File: config.mk
export PLATFORM = sky130hd
export DESIGN_NAME = user_strm_loopback
export DESIGN_NICKNAME = d
export VERILOG_FILES = /design/src/rtl/user_strm_pkg.sv /design/src/rtl/user_strm_fifo.sv /design/src/rtl/user_strm_loopback.sv
export SDC_FILE = /design/constraint.sdc
export NUM_CORES = 1
export LEC_CHECK = 0
export ABC_AREA = 1
export BUFFER_PORTS_ARGS = -buffer_cell sky130_fd_sc_hd__clkbuf_2
export CAP_MARGIN = 20
export CELL_PAD_IN_SITES_DETAIL_PLACEMENT = 0
export CELL_PAD_IN_SITES_GLOBAL_PLACEMENT = 1
export CORE_UTILIZATION = 24
export DETAILED_ROUTE_END_ITERATION = 6
export PLACE_DENSITY_LB_ADDON = 0.1
export SYNTH_ARGS = -nofsm -noshare
export SYNTH_HDL_FRONTEND = slang
export SYNTH_HIERARCHICAL = 1
export SYNTH_SLANG_ARGS = --single-unit
File: constraint.sdc
create_clock -name i_user_clk -period 5.6 [get_ports i_user_clk]
set_input_delay 1.12 -clock i_user_clk [delete_from_list [all_inputs] [get_ports i_user_clk]]
set_output_delay 1.12 -clock i_user_clk [all_outputs]
set_load 0.01 [all_outputs]
File: src/rtl/user_strm_pkg.sv
`default_nettype none
// ============================================================================
// Module      : user_strm_pkg
// Description : Shared interrupt FSM encoding and default loopback constants.
// Revision    : 1.0 - initial release
// ============================================================================
package user_strm_pkg;

   localparam int unsigned DEF_DATA_WIDTH  = 64;
   localparam int unsigned DEF_FIFO_DEPTH  = 16;
   localparam int unsigned DEF_INTR_THRESH = 256;

   typedef enum logic [1:0] {
      ST_IDLE = 2'd0,
      ST_REQ  = 2'd1,
      ST_ACKD = 2'd2
   } intr_state_e;

endpackage
`default_nettype wire

File: src/rtl/user_strm_fifo.sv
`default_nettype none
// ============================================================================
// Module      : user_strm_fifo
// Description : Synchronous power-of-two FIFO with registered level count.
// Revision    : 1.0 - initial release
// ============================================================================
module user_strm_fifo
   import user_strm_pkg::*;
#(
   parameter int unsigned DATA_WIDTH = DEF_DATA_WIDTH,
   parameter int unsigned FIFO_DEPTH = DEF_FIFO_DEPTH
) (
   input  logic                          i_clk,
   input  logic                          i_rst_n,
   input  logic                          i_wr_valid,
   output logic                          o_wr_ready,
   input  logic [DATA_WIDTH-1:0]         i_wr_data,
   output logic                          o_rd_valid,
   input  logic                          i_rd_ready,
   output logic [DATA_WIDTH-1:0]         o_rd_data,
   output logic [$clog2(FIFO_DEPTH):0]   o_level
);

   localparam int unsigned AW = $clog2(FIFO_DEPTH);
   localparam int unsigned LW = AW + 1;

   logic [DATA_WIDTH-1:0] mem_q [FIFO_DEPTH];
   logic [AW-1:0]         wr_ptr_q, wr_ptr_d;
   logic [AW-1:0]         rd_ptr_q, rd_ptr_d;
   logic [LW-1:0]         level_q, level_d;
   logic                  rdy_q, rdy_d;
   logic                  push, pop;

   // Ready comes from the registered level, so a pop while full frees the
   // slot for writers only on the following cycle.
   assign o_wr_ready = rdy_q && (level_q < LW'(FIFO_DEPTH));
   assign o_rd_valid = (level_q != '0);
   assign o_rd_data  = mem_q[rd_ptr_q];
   assign o_level    = level_q;

   always_comb begin
      push     = i_wr_valid && o_wr_ready;
      pop      = o_rd_valid && i_rd_ready;
      wr_ptr_d = wr_ptr_q + AW'(push);
      rd_ptr_d = rd_ptr_q + AW'(pop);
      level_d  = level_q + LW'(push) - LW'(pop);
      rdy_d    = 1'b1;
   end

   always_ff @(posedge i_clk) begin
      if (!i_rst_n) begin
         wr_ptr_q <= '0;
         rd_ptr_q <= '0;
         level_q  <= '0;
         rdy_q    <= 1'b0;
      end else begin
         wr_ptr_q <= wr_ptr_d;
         rd_ptr_q <= rd_ptr_d;
         level_q  <= level_d;
         rdy_q    <= rdy_d;
      end
   end

   // Storage is deliberately left out of reset.
   always_ff @(posedge i_clk) begin
      if (push) begin
         mem_q[wr_ptr_q] <= i_wr_data;
      end
   end

endmodule
`default_nettype wire

File: src/rtl/user_strm_loopback.sv
`default_nettype none
// ============================================================================
// Module      : user_strm_loopback
// Description : Host stream loopback through a FIFO with word-count interrupt.
//               Optional macro USER_STRM_SWAP_EN swaps output data halves.
// Revision    : 1.0 - initial release
// ============================================================================
module user_strm_loopback
   import user_strm_pkg::*;
#(
   parameter int unsigned DATA_WIDTH  = DEF_DATA_WIDTH,
   parameter int unsigned FIFO_DEPTH  = DEF_FIFO_DEPTH,
   parameter int unsigned INTR_THRESH = DEF_INTR_THRESH
) (
   input  logic                          i_user_clk,
   input  logic                          i_rst_n,
   input  logic                          i_str_data_valid,
   output logic                          o_str_ack,
   input  logic [DATA_WIDTH-1:0]         i_str_data,
   output logic                          o_str_data_valid,
   input  logic                          i_str_ack,
   output logic [DATA_WIDTH-1:0]         o_str_data,
   output logic                          o_intr_req,
   input  logic                          i_intr_ack,
   output logic [$clog2(FIFO_DEPTH):0]   o_fifo_level,
   output logic [31:0]                   o_word_cnt
);

   localparam logic [31:0] THRESH = 32'(INTR_THRESH);

   logic [DATA_WIDTH-1:0] fifo_data;
   intr_state_e           state_q, state_d;
   logic [31:0]           word_cnt_q, word_cnt_d;
   logic [31:0]           sent_q, sent_d;
   logic [31:0]           sent_inc;
   logic                  pop;

   user_strm_fifo #(
      .DATA_WIDTH (DATA_WIDTH),
      .FIFO_DEPTH (FIFO_DEPTH)
   ) u_fifo (
      .i_clk      (i_user_clk),
      .i_rst_n    (i_rst_n),
      .i_wr_valid (i_str_data_valid),
      .o_wr_ready (o_str_ack),
      .i_wr_data  (i_str_data),
      .o_rd_valid (o_str_data_valid),
      .i_rd_ready (i_str_ack),
      .o_rd_data  (fifo_data),
      .o_level    (o_fifo_level)
   );

`ifdef USER_STRM_SWAP_EN
   assign o_str_data = {fifo_data[DATA_WIDTH/2-1:0], fifo_data[DATA_WIDTH-1:DATA_WIDTH/2]};
`else
   assign o_str_data = fifo_data;
`endif

   assign o_word_cnt = word_cnt_q;
   assign o_intr_req = (state_q == ST_REQ);

   // Threshold is tested against the post-pop count so the request is
   // visible the cycle right after the pop that reaches it.
   always_comb begin
      pop        = o_str_data_valid && i_str_ack;
      word_cnt_d = word_cnt_q + 32'(pop);
      sent_inc   = sent_q + 32'(pop);
      sent_d     = sent_inc;
      state_d    = state_q;
      case (state_q)
         ST_IDLE: begin
            if ((THRESH != 32'd0) && (sent_inc >= THRESH)) begin
               state_d = ST_REQ;
               sent_d  = '0;
            end
         end
         ST_REQ: begin
            if (i_intr_ack) state_d = ST_ACKD;
         end
         ST_ACKD: begin
            if (!i_intr_ack) state_d = ST_IDLE;
         end
         default: state_d = ST_IDLE;
      endcase
   end

   always_ff @(posedge i_user_clk) begin
      if (!i_rst_n) begin
         state_q    <= ST_IDLE;
         word_cnt_q <= '0;
         sent_q     <= '0;
      end else begin
         state_q    <= state_d;
         word_cnt_q <= word_cnt_d;
         sent_q     <= sent_d;
      end
   end

endmodule
`default_nettype wire

### After elaboration in Yosys (flattened, before gate mapping)

Memory sizes are Yosys's and may differ from the RTL's. A register that Yosys moved wholly into a read port is not among the register bits.
Index checks and enable logic that the tools add are counted.

| storage, ports and cells | value |
|---|---|
| flip-flop bits (word level) | 80 |
| RAM bits | 1024 |
| input bits | 69 |
| output and inout port bits | 104 |
| word-level logic and storage cells | 37 |
| memories | 1 |

| cells by class | value |
|---|---|
| $add $sub $neg | 6 |
| $lt $le $gt $ge | 2 |
| equality and inequality tests | 5 |
| multiplexer cells | 10 |
| reductions and logical operators | 6 |

Memory list:

| name | depth | bits a word | rd ports | clocked after Yosys merged registers in | wr ports | line | source |
|---|---|---|---|---|---|---|---|
| u_fifo.mem_q | 16 | 64 | 1 | 1 | 1 | user_strm_fifo.sv:27 | `logic [DATA_WIDTH-1:0] mem_q [FIFO_DEPTH];` |

Operator list:

| kind | number |
|---|---|
| 32-bit by 1-bit adder with 32-bit output | 2 |
| 32-bit two-way mux | 2 |
| 32-bit by 9-bit >= comparator with 1-bit output (second input constant) | 1 |
| 4-bit by 1-bit adder with 4-bit output | 2 |
| 2-bit two-way mux | 3 |
| 2-bit one-hot mux with 3 select lines | 1 |
| 5-bit by 1-bit adder with 5-bit output | 1 |
| 5-bit < comparator (second input constant) | 1 |
| 5-bit nonzero test | 1 |
| 5-bit by 1-bit subtractor with 5-bit output | 1 |
| 4-bit two-way mux | 1 |
| 2-bit != test (second input constant) | 2 |
| 1-bit logical AND | 3 |
| 1-bit two-way mux | 3 |
| 3-bit AND reduction | 1 |
| 2-bit by 1-bit equality test with 1-bit output (second input constant) | 1 |
| 2-bit equality test (second input constant) | 1 |
| 2-bit zero test | 1 |
| 2-bit by 1-bit != test with 1-bit output (second input constant) | 1 |

### Depth between registers and ports, before layout

| logic depth | value |
|---|---|
| depth in word-level cells | 6 |
| depth in mapped cells | 22 |

### By module

Netlist, hierarchy kept.

By module, submodules not included:

| module | instances | cells each | area an instance (µm²) |
|---|---|---|---|
| user_strm_fifo | 1 | 4232 | 44581.5 |
| user_strm_loopback | 1 | 527 | 3543.4 |

### Least setup slack after synthesis

OpenSTA, ideal clock, no wires.

| timing path | value |
|---|---|
| path kind | in2reg |
| start point | input i_str_data_valid |
| end point | memory u_fifo/mem_q[10][0] (netlist name), enable pin |
| setup time | 486 ps |
| arrival | 4123 ps |
| required time | 5114 ps |
| slack | 990 ps |
| stages on the path | 4 |
| path buffers | 0 |
| cell sequence | nand2_1 inv_1 nand3_1 nor2_1 |

| on the way | value |
|---|---|
| cells in the longest elaborated chain, start to end | 3 |

RTL lines:

| element | line | source |
|---|---|---|
| start: declaration | user_strm_loopback.sv:17 | `input logic i_str_data_valid,` |
| 1-bit logical AND | user_strm_fifo.sv:42 | `push = i_wr_valid && o_wr_ready;` |
| 1-bit two-way mux | user_strm_fifo.sv:66 | `if (push) begin` |
| 1-bit two-way mux (not written as such) | user_strm_fifo.sv:67 | `mem_q[wr_ptr_q] <= i_wr_data;` |
| end: declaration | user_strm_fifo.sv:27 |  |

No other way between the ends.

==> metrics.csv <==
metric,value,unit
status,completed,
crit_arrival,3440,ps
min_to,state_q[1],
fin_crit,4560,ps
min_path_cells,1,
ys_types,38,
core_area,198000,µm²
cts_buffers,141,
fin_ws,1040,ps
start_kind,register,
cts_tree,built,
cts_setup_buffers,0,
drt-initial-drc-count,1615,
max_slew.worst_pin.slew,1190,ps
hpwl,76000,µm
path_class,reg -> out,
leakagePower,23.0,nW
vias_per_cell,4.16,
drt-wirelength-per-cell,20.2,µm
drv_slew,0,
syn_avg_cell_area,10.1,µm²
cts_resized,0,
maxSlewHeadroom,0.206,
crit_start,u_fifo/rd_ptr_q[0],
hold_start,state_q[0],
num_vias,31910,
synth_warnings,6,
synth-main-ff-cell,edfxtp_1,
die_area,202000,µm²
numClockSinks,1104,
async_reset_ff_frac,0,
drive_above_1_share,0.0966,
fillCellCount,20917,
fin_crit_sh,0.815,
fp.dieW,450,µm
final-setup-viol-count,0,
setup-tns-final,0,ps
grt_pass1_wl,225000,µm
start_util,0.243,
clk_latency,780,ps
synth_area,48100,µm²
routabilityCongestion,0.696,
ant_nets,0,
port_buffers,172,
die_height,450,µm
drt-total-wl,155000,µm
power_density,398,nW/µm²
max-clock-path-buffers,3,
grt_pass1_vias,31575,
pin_count,173,
rsz0062_at_grt,false,
rr_endpoint,sent_q[0],
hold_class,reg -> reg,
grt_remaining_overflow,0,
clkSlewWorstSetupHoldPaths,60,ps
ys_ff_latch,1104,
hold_viol,0,
route.detailed.drc,0,
synth-edff-count,1024,
syn2layout_area_growth,16.6,%
required,4480,ps
max_freq,219,MHz
worstReg2RegStart,u_fifo/o_level[3],
synthesis.instances,4759,
place_ws,1820,ps
maxCapViolations,0,
end_kind,primary output,
syn_nets,4843,
grt_util_all_layers,0.152,
vdd_drop_max,0.454,mV
critPathMaxFanout,153,
placementRows,163,
yosysSeqAreaShare,0.672,
htreeDepth,4,
cts-root-buf,clkbuf_16,
fin_skew,32.9,ps
postCtsHoldBufs,0,
r2r_slack,2300,ps
reg2reg_depth,21,
grt_start_max_net_pins,167,
drt_pre_antenna_iters,4,
nNetsFinal,5007,
antenna_found_initial,20,
[cell usage after synthesis (all sizes together) (2+ instances only)]
master | n | area [µm²]
nor3b | 2 | 15.0
and2 | 2 | 12.5
inv | 868 | 3260
buf | 198 | 1230
nand3b | 12 | 90.1
xor2 | 12 | 105
nand2 | 1505 | 5670
o21ai | 14 | 70.1
nand3 | 793 | 3970
dfxtp | 80 | 1600
clkbuf | 22 | 82.6
o21a | 3 | 22.5
and3 | 2 | 12.5
nand4 | 7 | 50.1
ha | 14 | 175
nor2 | 150 | 691
a31oi | 2 | 12.5
edfxtp | 1024 | 30700
nor3 | 16 | 80.1
a21oi | 19 | 95.1
xnor2 | 9 | 78.8
[layer usage]
metal | part of all wire | GRT usage | up-vias
li1 | - | - | 15646
met1 | 0.47 | 0.204 | 15604
met2 | 0.48 | 0.254 | 457
met3 | 0.034 | 0.0246 | 189
met4 | 0.019 | 0.0376 | 14
met5 | 0.00047 | 0 | -
[where the power goes]
| group | switching (mW) | internal (mW) |
|---|---|---|
| Clock | 3.55 | 4.91 |
| Sequential | 0.0953 | 9.12 |
| Combinational | 3.34 | 1.34 |
| Total | 6.99 | 15.4 |
[cell usage in the layout (no fill, tap or decap), drive strengths merged]
master	instances
and3	2
a221oi	1
nand4	7
diode	1
nand3b	12
buf	69
o21ai	14
a211oi	1
fa	1
nor4	1
nor3	16
clkbuf	365
edfxtp	1024
inv	872
and2	2
bufinv	2
clkinvlp	1
a31oi	2
nor2	150
o21a	3
a21oi	19
xor2	12
xnor2	9
nor3b	2
dfxtp	80
clkinv	44
nand2	1505
ha	14
nand3	793
[final cells by class]
cell class / instances / area [µm²] / area share
Inverter: 869 / 3310 / 0.0590
Clock buffer: 193 / 3880 / 0.0692
Multi-Input combinational cell: 2566 / 11300 / 0.202
Timing Repair Buffer: 241 / 1620 / 0.0288
Clock inverter: 50 / 309 / 0.00551
Tap cell: 2640 / 3300 / 0.0589
Antenna cell: 1 / 2.50 / 0.0000446
Sequential cell: 1104 / 32400 / 0.577
[logic make-up after synthesis]
family | count (synthesis) | synth area share
buf+inv | 1089 | 0.0952
flops | 1104 | 0.672
fa+ha+maj | 15 | 0.00406
xor+xnor | 21 | 0.00382
compound gates | 40 | 0.00450
simple gates | 2490 | 0.220
[sequential cells by signal, summed over array words and instances (netlist names)]
| signal | count |
|---|---|
| u_fifo/mem_q | 1024 |
| o_word_cnt | 32 |
| sent_q | 32 |
| u_fifo/o_level | 5 |
| u_fifo/rd_ptr_q | 4 |
| u_fifo/wr_ptr_q | 4 |
| state_q | 2 |
| u_fifo/rdy_q | 1 |
[metrics by stage]
| step | total power, mW | area (µm²) | utilization | hold WS (ps) | cells |
|---|---|---|---|---|---|
| after floorplan | 12.6 | 48100 | - | 426 | 4759 |
| after global placement | 14.3 | 51900 | 0.262 | 440 | 7420 |
| after detailed placement | 14.2 | 51900 | 0.262 | 440 | 7420 |
| after CTS | 22.9 | 56100 | 0.283 | 459 | 7663 |
| after global routing | 23.6 | 56100 | 0.283 | 480 | 7664 |
| final | 22.4 | 56100 | 0.283 | 458 | 7664 |
[worst max-delay path: stages (launching register included)]
cell and delay [ps]:
dfxtp_4 540, buf_12 560, buf_4 560, nand2_1 90
nand2_1 80, nand2_1 50, nand3_1 80, nand3_1 100
nand2_1 180, clkbuf_2 160
[how the worst max path moves through the flow]
stage / endpoint / slack [ps] / depth (start not counted)
after floorplan: u_fifo/mem_q[10][0] / 990 / 4
after global placement: o_str_data[31] / 1830 / 9
after detailed placement: sent_q[0] / 1820 / 19
after CTS: o_str_data[31] / 1010 / 9
after global routing: o_str_data[53] / 880 / 9
final: o_str_data[31] / 1040 / 9
Note: power is estimated with default switching activity, not from simulation.
